===== src/rtl/fpu_add_dispatch.sv =====
`default_nettype none
// ============================================================================
// Module   : fpu_add_dispatch
// Brief    : Request FIFO and dispatch FSM that feeds a multi-cycle FP adder
//            and holds each result until it is consumed.
// Option   : FPU_DISPATCH_TIMEOUT_EN adds a WAIT timeout (TIMEOUT cycles)
//            that returns a quiet NaN with rsp_err set.
// Revision : 1.0 - initial release
// ============================================================================
module fpu_add_dispatch #(
    parameter int DEPTH   = 4,
    parameter int TIMEOUT = 64
) (
    input  logic                     clk,
    input  logic                     rst_n,
    input  logic                     req_valid,
    output logic                     req_ready,
    input  logic [31:0]              req_a,
    input  logic [31:0]              req_b,
    input  logic                     req_sub,
    output logic [31:0]              fpu_a,
    output logic [31:0]              fpu_b,
    output logic                     fpu_sub,
    output logic                     fpu_enable,
    input  logic [31:0]              fpu_result,
    input  logic                     fpu_result_ready,
    output logic                     rsp_valid,
    input  logic                     rsp_ready,
    output logic [31:0]              rsp_data,
    output logic                     rsp_err,
    output logic [$clog2(DEPTH):0]   fifo_count
);

    localparam int AW = $clog2(DEPTH);
    localparam int EW = 65;

    typedef enum logic [1:0] {
        IDLE  = 2'd0,
        ISSUE = 2'd1,
        WAIT  = 2'd2,
        RESP  = 2'd3
    } state_t;

    state_t          state_q;

    logic [AW:0]     wr_ptr_q;
    logic [AW:0]     wr_ptr_d;
    logic [AW:0]     rd_ptr_q;
    logic [AW:0]     rd_ptr_d;
    logic [EW-1:0]   mem_q [DEPTH];

    logic [31:0]     fpu_a_q;
    logic [31:0]     fpu_b_q;
    logic            fpu_sub_q;
    logic            fpu_enable_q;
    logic            rsp_valid_q;
    logic [31:0]     rsp_data_q;

    logic            w_full;
    logic            w_empty;
    logic            w_push;
    logic            w_pop;
    logic [EW-1:0]   w_head;

    // Pointers carry one extra wrap bit so full and empty are distinguishable.
    assign w_empty = (wr_ptr_q == rd_ptr_q);
    assign w_full  = (wr_ptr_q[AW] != rd_ptr_q[AW]) &&
                     (wr_ptr_q[AW-1:0] == rd_ptr_q[AW-1:0]);
    assign w_push  = req_valid && !w_full;
    assign w_pop   = (state_q == IDLE) && !w_empty;
    assign w_head  = mem_q[rd_ptr_q[AW-1:0]];

    always_comb begin
        wr_ptr_d = wr_ptr_q;
        rd_ptr_d = rd_ptr_q;
        if (w_push) begin
            wr_ptr_d = wr_ptr_q + {{AW{1'b0}}, 1'b1};
        end
        if (w_pop) begin
            rd_ptr_d = rd_ptr_q + {{AW{1'b0}}, 1'b1};
        end
    end

    always_ff @(posedge clk or negedge rst_n) begin
        if (!rst_n) begin
            wr_ptr_q <= '0;
            rd_ptr_q <= '0;
        end else begin
            wr_ptr_q <= wr_ptr_d;
            rd_ptr_q <= rd_ptr_d;
        end
    end

    // Storage needs no reset: only entries between the pointers are ever read.
    always_ff @(posedge clk) begin
        if (w_push) begin
            mem_q[wr_ptr_q[AW-1:0]] <= {req_a, req_b, req_sub};
        end
    end

`ifdef FPU_DISPATCH_TIMEOUT_EN
    localparam int          CW              = $clog2(TIMEOUT + 1);
    localparam logic [31:0] c_timeout_nan   = 32'hFFC00000;

    logic [CW-1:0]   tmo_cnt_q;
    logic            rsp_err_q;
`else
    logic            unused_cfg;
    assign unused_cfg = (TIMEOUT > 0);
`endif

    always_ff @(posedge clk or negedge rst_n) begin
        if (!rst_n) begin
            state_q      <= IDLE;
            fpu_a_q      <= '0;
            fpu_b_q      <= '0;
            fpu_sub_q    <= 1'b0;
            fpu_enable_q <= 1'b0;
            rsp_valid_q  <= 1'b0;
            rsp_data_q   <= '0;
`ifdef FPU_DISPATCH_TIMEOUT_EN
            tmo_cnt_q    <= '0;
            rsp_err_q    <= 1'b0;
`endif
        end else begin
            case (state_q)
                IDLE: begin
                    if (!w_empty) begin
                        {fpu_a_q, fpu_b_q, fpu_sub_q} <= w_head;
                        fpu_enable_q                  <= 1'b1;
                        state_q                       <= ISSUE;
                    end
                end
                ISSUE: begin
                    fpu_enable_q <= 1'b0;
                    state_q      <= WAIT;
`ifdef FPU_DISPATCH_TIMEOUT_EN
                    tmo_cnt_q    <= '0;
`endif
                end
                WAIT: begin
                    // Operands stay untouched here; the adder re-reads them.
                    if (fpu_result_ready) begin
                        rsp_data_q  <= fpu_result;
                        rsp_valid_q <= 1'b1;
                        state_q     <= RESP;
`ifdef FPU_DISPATCH_TIMEOUT_EN
                        rsp_err_q   <= 1'b0;
                    end else if (tmo_cnt_q == CW'(TIMEOUT - 1)) begin
                        // TIMEOUT full WAIT cycles elapsed without a result.
                        rsp_data_q  <= c_timeout_nan;
                        rsp_err_q   <= 1'b1;
                        rsp_valid_q <= 1'b1;
                        state_q     <= RESP;
                    end else begin
                        tmo_cnt_q   <= tmo_cnt_q + CW'(1);
`endif
                    end
                end
                RESP: begin
                    if (rsp_ready) begin
                        rsp_valid_q <= 1'b0;
                        state_q     <= IDLE;
                    end
                end
                default: begin
                    state_q <= IDLE;
                end
            endcase
        end
    end

    assign req_ready  = !w_full;
    assign fifo_count = wr_ptr_q - rd_ptr_q;
    assign fpu_a      = fpu_a_q;
    assign fpu_b      = fpu_b_q;
    assign fpu_sub    = fpu_sub_q;
    assign fpu_enable = fpu_enable_q;
    assign rsp_valid  = rsp_valid_q;
    assign rsp_data   = rsp_data_q;
`ifdef FPU_DISPATCH_TIMEOUT_EN
    assign rsp_err    = rsp_err_q;
`else
    assign rsp_err    = 1'b0;
`endif

endmodule
`default_nettype wire


===== config.mk =====
export PLATFORM = sky130hd
export DESIGN_NAME = fpu_add_dispatch
export DESIGN_NICKNAME = d
export VERILOG_FILES = /design/src/rtl/fpu_add_dispatch.sv
export SDC_FILE = /design/constraint.sdc
export NUM_CORES = 1
export LEC_CHECK = 0
export ABC_AREA = 1
export CORE_ASPECT_RATIO = 2
export CORE_MARGIN = 2
export CORE_UTILIZATION = 35
export CTS_BUF_LIST = sky130_fd_sc_hd__clkbuf_8 sky130_fd_sc_hd__clkbuf_16
export CTS_CLUSTER_SIZE = 25
export DETAILED_ROUTE_END_ITERATION = 10
export PLACE_DENSITY = 0.63
export SLEW_MARGIN = 30
export SYNTH_ARGS = -nofsm -noshare
export SYNTH_HDL_FRONTEND = slang
export SYNTH_SLANG_ARGS = --single-unit

===== constraint.sdc =====
create_clock -name clk -period 6 [get_ports clk]
set_clock_uncertainty 0.2 [all_clocks]
set_input_delay 0.6 -clock clk [delete_from_list [all_inputs] [get_ports clk]]
set_output_delay 0.6 -clock clk [all_outputs]
set_load 0.005 [all_outputs]

# Word level (Yosys, flattened, before mapping)
# Memories as Yosys holds them, arrays and structs flattened. A register that Yosys moved wholly into a read port is not among the register bits.
# Index checks and enable logic that the tools add are counted.
# word_totals
mem_count	1
register_bits	42
output_inout_bits	104
word_cells	45
ramBits	260
inputBits	102
# memory_table
memory	words	width	read_ports	rd_clocked_by_memory_dff	wr	line	rtl
mem_q	4	65	1	1	1	50	logic [EW-1:0] mem_q [DEPTH];
# classes
n_eq_ne	9
reduce_logical	14
bitwise	1
mux	11
addsub	3
# op_table
cell	count
$pmux 2 s4	1
$add 3x1->3 const B	2
$mux 2	3
$ne 2x2->1 const B	3
$reduce_and 2->1	3
$reduce_and 3->1	2
$mux 1	5
$eq 2x2->1 const B	2
$pmux 1 s2	2
$reduce_bool 2->1	2
$eq 3x3->1	1
$logic_and 1x1->1	3
$logic_not 1->1	3
$sub 3x3->3	1
$eq 2x1->1 const B	1
$eq 2x2->1	1
$logic_not 2->1	1
$ne 1x1->1	1
$not 1->1	1

# Logic depth before layout (Yosys ltp)
# Gate-level depths: netlist of run 1.
# depth
ltp_word	6
ltp_mapped	13

# Worst setup path after synthesis of run 1
# Ideal clock, no wire load.
# synth_path
kind	register to register
startpoint	register rd_ptr_q[1]
endpoint	memory mem_q[0][0], enable pin
stages_incl_launch_ff	10
t_arrival_ns	4.305
slack_ns	1.007
cell_sequence	dfrtp_1 inv_1 buf_2 clkbuf_1 ha_1 nand2_1 inv_1 nand3_1 nand2_1 nor2_1
# synth_via
elab_chain_cells	6
# synth_lines
element	line	rtl
start, declared	48	logic [AW:0] rd_ptr_q;
start signal, assigned	90	rd_ptr_q <= rd_ptr_d;
$eq 2x2->1	68	(wr_ptr_q[AW-1:0] == rd_ptr_q[AW-1:0]);
$logic_and 1x1->1	67	assign w_full = (wr_ptr_q[AW] != rd_ptr_q[AW]) &&
$logic_not 1->1	n/a	
via req_ready	17	output logic req_ready,
$logic_and 1x1->1	69	assign w_push = req_valid && !w_full;
$mux 1	96	if (w_push) begin
$mux 1 (implied by the code)	97	mem_q[wr_ptr_q[AW-1:0]] <= {req_a, req_b, req_sub};
end, declared	50	
# The timed path passes the listed nets, and every way through them passes these cells.

# Final worst setup path of run 1
# layout_path
startpoint	register rd_ptr_q[1]
endpoint	memory mem_q[3][49], enable pin
# layout_via
elab_chain_cells	6
# layout_lines
element	line
$eq 2x2->1	68
$logic_and 1x1->1	67
$logic_not 1->1	69
$logic_and 1x1->1	69
$mux 1	96
$mux 1 (implied by the code)	97
# No other way between the ends.

==> results of run 1 <==
-- final cells by class --
| type | count | area share |
|---|---|---|
| Antenna cell | 3 | 0.000420 |
| Clock buffer | 38 | 0.0488 |
| Clock inverter | 19 | 0.0128 |
| Inverter | 25 | 0.00539 |
| Multi-Input combinational cell | 809 | 0.189 |
| Sequential cell | 367 | 0.587 |
| Tap cell | 530 | 0.0371 |
| Timing Repair Buffer | 216 | 0.120 |
-- power by group through the flow --
stage	Combinational (uW)	Sequential (uW)	Clock (uW)
floorplan	1870	3850	0
global placement	3180	3860	0
detailed placement	3240	3880	0
CTS	3250	3830	2180
global route	3570	3900	2280
finish	3170	3820	2130
-- routing by layer --
metal	wire (um)	global-route usage
met1	12200	0.163
met5	16	0
met4	952	0.0636
met3	1750	0.0268
met2	17900	0.291
-- metrics by stage --
stage,cells,total power [uW],setup slack (ns),utilization
after global placement,1946,7040,2.01,0.417
after detailed placement,1946,7120,1.93,0.417
after floorplan,1264,5710,1.01,-
final,2007,9120,1.96,0.445
after CTS,2004,9260,1.92,0.444
after global routing,2007,9750,1.75,0.445
-- worst reg2reg max path, cell delays in order (launching register included) --
cell and delay (ns):
dfrtp_4 0.48, inv_2 0.05, buf_4 0.54, ha_1 0.41
nand2_1 0.07, inv_1 0.05, nand3_1 0.15, nand2_1 0.32
nor2_4 0.81, buf_4 0.59
-- kinds of logic after synthesis --
logic type / Yosys count / synth area share
buf+inv: 88 / 0.0306
xor+xnor: 3 / 0.00184
simple gates: 659 / 0.174
compound gates: 134 / 0.0470
flops: 367 / 0.735
other cells: 1 / 0.000263
fa+ha+maj: 12 / 0.0111
-- registers in the layout (all words and copies together), names as in the netlist --
register,flops
fpu_b,32
mem_q,260
rsp_valid,1
rd_ptr_q,3
rsp_data,32
state_q,2
wr_ptr_q,3
fpu_enable,1
fpu_a,32
fpu_sub,1
-- how the worst max path moves through the flow --
stage / from / endpoint / slack [ns] / cells after the start
finish: rd_ptr_q[1] / mem_q[3][49] / 1.96 / 9
CTS: rd_ptr_q[1] / mem_q[3][16] / 1.92 / 9
floorplan: rd_ptr_q[1] / mem_q[0][0] / 1.01 / 9
detailed placement: rd_ptr_q[1] / mem_q[3][31] / 1.93 / 9
global route: rd_ptr_q[1] / mem_q[3][16] / 1.75 / 9
global placement: rd_ptr_q[1] / mem_q[3][23] / 2.01 / 9
-- cell usage in the layout, fill, tap and decap left out --
master / n
clkinv_2: 5
bufinv_16: 4
nand2_4: 1
dfrtp_1: 105
buf_4: 10
inv_4: 1
inv_8: 2
edfxtp_1: 260
nor2_4: 4
clkbuf_16: 31
clkinvlp_4: 3
o21ai_1: 59
inv_2: 4
diode_2: 3
buf_6: 2
or2_2: 1
o21ai_0: 74
conb_1: 1
dlygate4sd3_1: 1
clkdlybuf4s50_1: 203
nand2_1: 582
clkinv_1: 1
a21oi_1: 1
clkbuf_8: 7
nor2_1: 65
inv_1: 20
inv_6: 2
ha_1: 11
dfrtp_4: 2
nand3_1: 6
clkinv_4: 2
fa_1: 1
xnor2_1: 3
-- timing repair --
action,in CTS,in global routing
hold buffers,1,0
endpoints found under the setup margin,0,0
endpoints found under the hold margin,39,0
==> results.toml, run 1 <==
[worst_setup_path]
cp_num_buf_inv = 4
r2r-start = "rd_ptr_q[1]"
required_ns = 6.01
worst_path_largest_cell_delay_ns = 0.81
cp_slowest_cell = "nor2_4"
cp_top_family = "simple AND/OR/NAND/NOR gates"
path_class = "reg -> reg"
crit_chain = "inv_2 > buf_4 > ha_1 > nand2_1 > inv_1 > nand3_1 > nand2_1 > nor2_4 > buf_4"
path_max_fanout = 66
reg2reg_depth = 9
rr_endpoint = "mem_q[3][49]"
arrival_ns = 4.05
end_kind = "register"
cp-start-kind = "register"
ff2ff_setup_slack_ns = 1.96

[floorplanning]
die_area_um2 = 42500
die_w_um = 147
ios = 206
initial_core_util = 0.355
num_rows = 104
die_h_um = 290
core_area_um2 = 40200

[worst_hold_path]
min-delay-start = "fpu_a[2]"
min_path_cells = 2
holdPathEnd = "fpu_a[2]"
hold_class = "reg -> reg"

[global_routing]
antenna_found_initial = 4
grt_pass1_vias = 9370
grt_pass1_wl_um = 50600
gr-usage-all-layers = 0.152
grt_start_max_net_pins = 85
grt_overflow = 0

[power_and_ir_drop]
power_frac_comb = 0.347
power_density_nw_per_um2 = 510
clkPwrFrac = 0.234
p_int_uw = 5980
p_sw_frac = 0.344
seqPwrFrac = 0.419
p_sw_uw = 3140
ir_worst_vdd_uv = 252
leakagePower_uw = 0.00722

[yosys]
synth_area_leaders = "edfxtp_1 55%, dfrtp_1 19%, nand2_1 15%"
synth_seq_area_share = 0.735
synth_area_um2 = 14300
synth_top_area_cell = "edfxtp_1"
syn_inst = 1264
synth_fp_nets = 1378
yosys_warnings = 0
synth_edf_count = 260
netlist.area_leader.share = 0.547
async_flop_share = 0.292
syn_avg_cell_area_um2 = 11.3
synthMostInstantiatedCell = "nand2_1"
ys_seq_elements = 367
ys.flop_type = "edfxtp_1"
synthDistinctLibCells = 20
synth_commonest_cells = "582 x nand2_1, 260 x edfxtp_1, 107 x dfrtp_1, 74 x o21ai_0, 69 x nor2_1"

[drt]
drt-wirelength-per-cell_um = 16.4
via_per_inst = 4.61
dr.pass1.iters = 5
routed_wl_um = 32900
ant_nets = 0
drt-initial-drc-count = 573
remaining_drc_errors = 0
vias = 9248

[sta]
finalSetupViolCount = 0
hold_viol = 0
tightest_slew_ns = 0.932
finalSetupTns_ns = 0
fmax_mhz = 248
rsz0062_at_grt = "false"
fin_hold_ws_ns = 0.278
maxSlewViolCount = 0
finalCriticalPeriod_ns = 4.04
period_share = 0.673
maxSlewHeadroom = 0.377

[clock_tree]
ctsLongestPathBuffers = 3
path_clk_slew_ns = 0.07
cts.sinks = 367
clk_latency_ns = 0.57
cts_buffers = 31
cts_setup_buffers = 0
ctsResizeCount = 0
root_buffer = "clkbuf_16"
cts-htree-levels = 1
cts_tree = "yes"

[finish]
multi_input_area_um2 = 3380
layout-drive-gt1-share = 0.0550
nFillCells = 3627
area_growth_pct = 25.3
ff_latch_area_um2 = 10500
final_nets = 1564
fin_area_um2 = 17900

[flow_run]
maxCapViolCount = 0

[placed_design]
place_area_um2 = 16800
io_buffers = 204
dp_hpwl_um = 20900
place.gp.congestion = 0.751

[run_status]
outcome = "finished, final reports clean"
Power figures use the tool's default switching activity.
==> run 2, diff against run 1 <==
--- a/config.mk
+++ b/config.mk
@@ -12,7 +12,7 @@
 export CTS_BUF_LIST = sky130_fd_sc_hd__clkbuf_8 sky130_fd_sc_hd__clkbuf_16
 export CTS_CLUSTER_SIZE = 25
 export DETAILED_ROUTE_END_ITERATION = 10
-export PLACE_DENSITY = 0.63
+export PLACE_DENSITY = 0.65
 export SLEW_MARGIN = 30
 export SYNTH_ARGS = -nofsm -noshare
 export SYNTH_HDL_FRONTEND = slang
==> constraint.sdc (replaced) <==
create_clock -name clk -period 3.45 [get_ports clk]
set_clock_uncertainty 0.2 [all_clocks]
set_input_delay 0.345 -clock clk [delete_from_list [all_inputs] [get_ports clk]]
set_output_delay 0.345 -clock clk [all_outputs]
set_load 0.005 [all_outputs]
==> run 2 against run 1 <==
  * Cell area is 0.41% higher
  * Cell count about the same
  * Clock power increased by 72%
  * Utilization rose by 0.18 points
  * Critical path depth shrank 4
  * Largest cell class unchanged
  * Highest routed layer is now met4
==> results.toml, run 2 (same netlist as run 1, synthesis figures left out) <==
[worst_setup_path]
arrival_ns = 2.43
cp-start-kind = "register"
end_kind = "output port"
worst_path_largest_cell_delay_ns = 0.55
path_class = "reg -> out"
required_ns = 2.90
crit_chain = "inv_1 > ha_1 > fa_1 > xnor2_1 > clkdlybuf4s50_1"
cp_top_family = "buffers and inverters"
cp_num_buf_inv = 2
cp_slowest_cell = "clkdlybuf4s50_1"
path_max_fanout = 4
setup.worst_path.start = "wr_ptr_q[0]"
r2r-start = "wr_ptr_q[0]"

[clock_tree]
clk_latency_ns = 0.57
cts_tree = "yes"
cts.sinks = 367
cts-htree-levels = 1
cts_buffers = 31
ctsResizeCount = 0
path_clk_slew_ns = 0.07
root_buffer = "clkbuf_16"
ctsLongestPathBuffers = 3

[global_routing]
gr-usage-all-layers = 0.153
grt_overflow = 0
grt_start_max_net_pins = 73
grt_pass1_vias = 9422
grt_pass1_wl_um = 51200
antenna_found_initial = 0

[sta]
finalSetupViolCount = 0
rsz0062_at_grt = "false"
hold_viol = 0
tightest_slew_ns = 0.839
maxSlewViolCount = 0
maxSlewHeadroom = 0.441
worst_slack_ns = 0.479
fin_hold_ws_ns = 0.112
fmax_mhz = 337
period_share = 0.861
finalSetupTns_ns = 0
finalCriticalPeriod_ns = 2.97

[finish]
layout_commonest_cell = "nand2_1"
final_nets = 1569
nFillCells = 3621
num_antenna_cells = 0
fin_area_um2 = 18000
fin_util = 0.446
largest_reg_flops = 260
area_growth_pct = 25.8
mostFrequentLayoutCells = "582 x nand2_1, 260 x edfxtp_1, 203 x clkdlybuf4s50_1"
layout-drive-gt1-share = 0.0548

[drt]
vias = 9382
wl_met1_um = 12400
dr.pass1.iters = 5
remaining_drc_errors = 0
met3WireLength_um = 1830
routed-wl-met2_um = 18000
via_per_inst = 4.67
routed_wl_um = 33200
ant_nets = 0
routed.top_layer = "met4"
drt-wirelength-per-cell_um = 16.5
drt-initial-drc-count = 555

[floorplanning]
die_h_um = 290
num_rows = 104
die_area_um2 = 42500
ios = 206
initial_core_util = 0.355
die_w_um = 147
core_area_um2 = 40200

[run_status]
outcome = "finished, final reports clean"

[power_and_ir_drop]
p_sw_uw = 5470
leakagePower_uw = 0.00724
p_sw_frac = 0.344
seqPwrFrac = 0.414
ir_worst_vdd_uv = 473
power_density_nw_per_um2 = 888
power_frac_comb = 0.356
clkPwrFrac = 0.231
p_int_uw = 10500

[worst_hold_path]
min-delay-start = "fpu_result[15]"
hold_class = "in -> reg"

[placed_design]
place_area_um2 = 16900
io_buffers = 204
dp_hpwl_um = 20600
place.gp.congestion = 0.770
pre_cts_ws_ns = 0.899

[flow_run]
maxCapViolCount = 0
==> run 2: changes by cell type in the layout (fill, tap and decap cells not counted), moves of 2 or more <==
cell        delta
clkinv_1       +3
buf_6          -2
inv_1          +2
clkinv_2       -2
clkbuf_8       -4
clkinvlp_4     +2
buf_12         +6
diode_2        -3
inv_8          -2
==> run 2: what timing repair did <==
action / CTS / global route
buffers inserted: 0 / 0
hold buffers: 1 / 0
endpoints found under the hold margin: 55 / 0
==> run 2: area by class of cell <==
type                            count  area, um2  area share
Timing Repair Buffer              221       2240       0.125
Tap cell                          530        663      0.0369
Clock inverter                     23        262      0.0146
Clock buffer                       34        817      0.0455
Multi-Input combinational cell    809       3380       0.188
Inverter                           25       96.3     0.00537
Sequential cell                   367      10500       0.584
==> run 2: routing by layer <==
metal	global-route usage	vias up
met2	0.293	248
met4	0.0568	0
met5	0	-
met3	0.0257	51
li1	-	4526
met1	0.167	4557
==> run 2: tightest hold or removal path: cells and delay by family <==
family | cells | cell delay [ns]
buffers and inverters | 1 | 0.39
AND/OR/NAND/NOR | 2 | 0.11
==> run 2: power by group through the flow <==
stage	Combinational [uW]	Sequential, uW	Clock, uW
final	5670	6590	3670
after global routing	6450	6710	3900
after CTS	5810	6610	3750
after detailed placement	5780	6700	0
after global placement	5720	6670	0
after floorplan	3260	6650	0
==> run 2: stage by stage <==
step	power, uW	cells
2_1_floorplan	9910	1264
3_3_place_gp	12400	1951
3_5_place_dp	12500	1951
4_1_cts	16200	2009
5_1_grt	17100	2009
6_report	15900	2009
==> run 2: worst paths after layout <==
path	endpoint	slack (ns)	cells past startpoint
worst min-delay path	rsp_data[15]	0.11	3
worst min register to register	rsp_data[17]	0.28	2
min in group asynchronous	rsp_data[4]	0.20	2
max in group asynchronous	fpu_a[22]	1.85	3
worst max register to register	mem_q[0][53]	0.88	8
worst max-delay path	fifo_count[2]	0.48	5
==> run 3, diff against run 2 <==
--- a/config.mk
+++ b/config.mk
@@ -6,13 +6,13 @@
 export NUM_CORES = 1
 export LEC_CHECK = 0
 export ABC_AREA = 1
-export CORE_ASPECT_RATIO = 2
 export CORE_MARGIN = 2
 export CORE_UTILIZATION = 35
 export CTS_BUF_LIST = sky130_fd_sc_hd__clkbuf_8 sky130_fd_sc_hd__clkbuf_16
 export CTS_CLUSTER_SIZE = 25
 export DETAILED_ROUTE_END_ITERATION = 10
 export PLACE_DENSITY = 0.65
+export RECOVER_POWER = 25
 export SLEW_MARGIN = 30
 export SYNTH_ARGS = -nofsm -noshare
 export SYNTH_HDL_FRONTEND = slang
==> run 3 against run 2 <==
  * Critical path depth unchanged
  * Count of clock-buffer cells in the layout increased by 13
  * Maximum frequency grew 3.0%
  * Total power grew 2.2%
  * Clock power grew 10%
  * Worst hold slack improved by 0.063 ns
  * Die area decreased by 0.23%
  * Critical path type unchanged
  * Largest cell class unchanged
==> results.toml, run 3 (same netlist as run 1, synthesis figures left out) <==
[worst_setup_path]
end_kind = "output port"
crit_chain = "inv_1 > ha_1 > fa_1 > xnor2_1 > clkdlybuf4s50_1"
path_class = "reg -> out"
required_ns = 2.90
path_max_fanout = 4
arrival_ns = 2.34
cp-start-kind = "register"
cp_slowest_cell = "clkdlybuf4s50_1"
worst_path_largest_cell_delay_ns = 0.55

[run_status]
outcome = "finished, final reports clean"

[clock_tree]
cts-htree-levels = 2
cts_tree = "yes"
root_buffer = "clkbuf_16"
cts.sinks = 367
path_clk_slew_ns = 0.06
clk_latency_ns = 0.52
ctsLongestPathBuffers = 3
ctsResizeCount = 0
cts_buffers = 39

[finish]
mostFrequentLayoutCells = "582 x nand2_1, 260 x edfxtp_1, 150 x clkdlybuf4s50_1"
ff_latch_area_um2 = 10500
layout-drive-gt1-share = 0.0609
multi_input_area_um2 = 3380
fin_cells = 2021
nFillCells = 3690
final_nets = 1578
largest_reg_flops = 260
area_growth_pct = 27.0
layout_commonest_cell = "nand2_1"
fin_area_um2 = 18100
fin_util = 0.453

[global_routing]
antenna_found_initial = 2
grt_pass1_vias = 9067
grt_start_max_net_pins = 75
gr-usage-all-layers = 0.154
grt_overflow = 0
grt_pass1_wl_um = 50800

[drt]
remaining_drc_errors = 0
vias = 9446
drt-wirelength-per-cell_um = 16.3
drt-initial-drc-count = 744
dr.pass1.iters = 5
via_per_inst = 4.67
ant_nets = 0
routed_wl_um = 32900

[sta]
rsz0062_at_grt = "false"
tightest_slew_ns = 0.973
finalCriticalPeriod_ns = 2.88
maxSlewViolCount = 0
maxSlewHeadroom = 0.351
finalSetupViolCount = 0
hold_viol = 0
fmax_mhz = 347
period_share = 0.836
finalSetupTns_ns = 0

[power_and_ir_drop]
p_sw_uw = 5570
seqPwrFrac = 0.403
clkPwrFrac = 0.248
p_int_uw = 10700
ir_worst_vdd_uv = 504
power_density_nw_per_um2 = 899
p_sw_frac = 0.342
power_frac_comb = 0.349
leakagePower_uw = 0.00739

[placed_design]
dp_hpwl_um = 19100
io_buffers = 204
place.gp.congestion = 0.758
dp_cells = 1947
place_area_um2 = 16800

[floorplanning]
die_h_um = 206
die_w_um = 206
die_area_um2 = 42400
initial_core_util = 0.357
core_area_um2 = 40000
num_rows = 73
ios = 206

[worst_hold_path]
hold_class = "in -> reg"

[flow_run]
maxCapViolCount = 0
-- run 3: through the flow --
stage	hold WS (ns)	setup WS (ns)	total power, uW
after floorplan	-0.151	-0.499	9910
after global placement	0.261	0.721	12400
after detailed placement	0.264	0.660	12500
after CTS	0.147	0.513	16600
after global routing	0.168	0.474	17500
final	0.175	0.566	16300
-- run 3: final timing paths --
path	slack [ns]	startpoint	to	cells after the start
worst max-delay path	0.57	wr_ptr_q[0]	fifo_count[2]	5
worst min-delay path	0.17	fpu_result[3]	rsp_data[3]	3
worst max register to register	0.67	wr_ptr_q[0]	mem_q[0][7]	8
worst min register to register	0.28	fpu_a[24]	fpu_a[24]	2
max in group asynchronous	1.84	rst_n	rsp_data[2]	3
min in group asynchronous	0.29	rst_n	fpu_a[13]	2
-- run 3: layout make-up --
cell class / count / area share
Tap cell: 525 / 0.0363
Sequential cell: 367 / 0.579
Clock inverter: 25 / 0.00891
Inverter: 25 / 0.00532
Multi-Input combinational cell: 809 / 0.187
Timing Repair Buffer: 222 / 0.122
Clock buffer: 47 / 0.0612
Antenna cell: 1 / 0.000138
-- run 3: critical path: cells and delay by family (launching register included) --
family | cells | cell delay [ns]
buf+inv | 2 | 0.66
flops | 1 | 0.39
xor+xnor | 1 | 0.18
fa+ha+maj | 2 | 0.61
-- run 3: power groups by stage --
stage,Combinational [uW],Sequential [uW],Clock (uW)
2_1_floorplan,3260,6650,0
3_3_place_gp,5760,6610,0
3_5_place_dp,5830,6640,0
4_1_cts,5860,6570,4150
5_1_grt,6480,6680,4340
6_report,5690,6560,4040
-- run 3: per-layer routing --
| metal | GRT usage | vias up | wire (um) | part of all wire |
|---|---|---|---|---|
| met5 | 0 | - | 0 | 0 |
| met4 | 0.0273 | 0 | 355 | 0.011 |
| met3 | 0.0282 | 35 | 2130 | 0.065 |
| met2 | 0.246 | 285 | 14800 | 0.45 |
| met1 | 0.221 | 4557 | 15600 | 0.47 |
| li1 | - | 4569 | - | - |
-- run 3: what timing repair did --
action,CTS,global route
hold endpoints to repair,56,0
buffers inserted,0,0
hold buffers,1,0
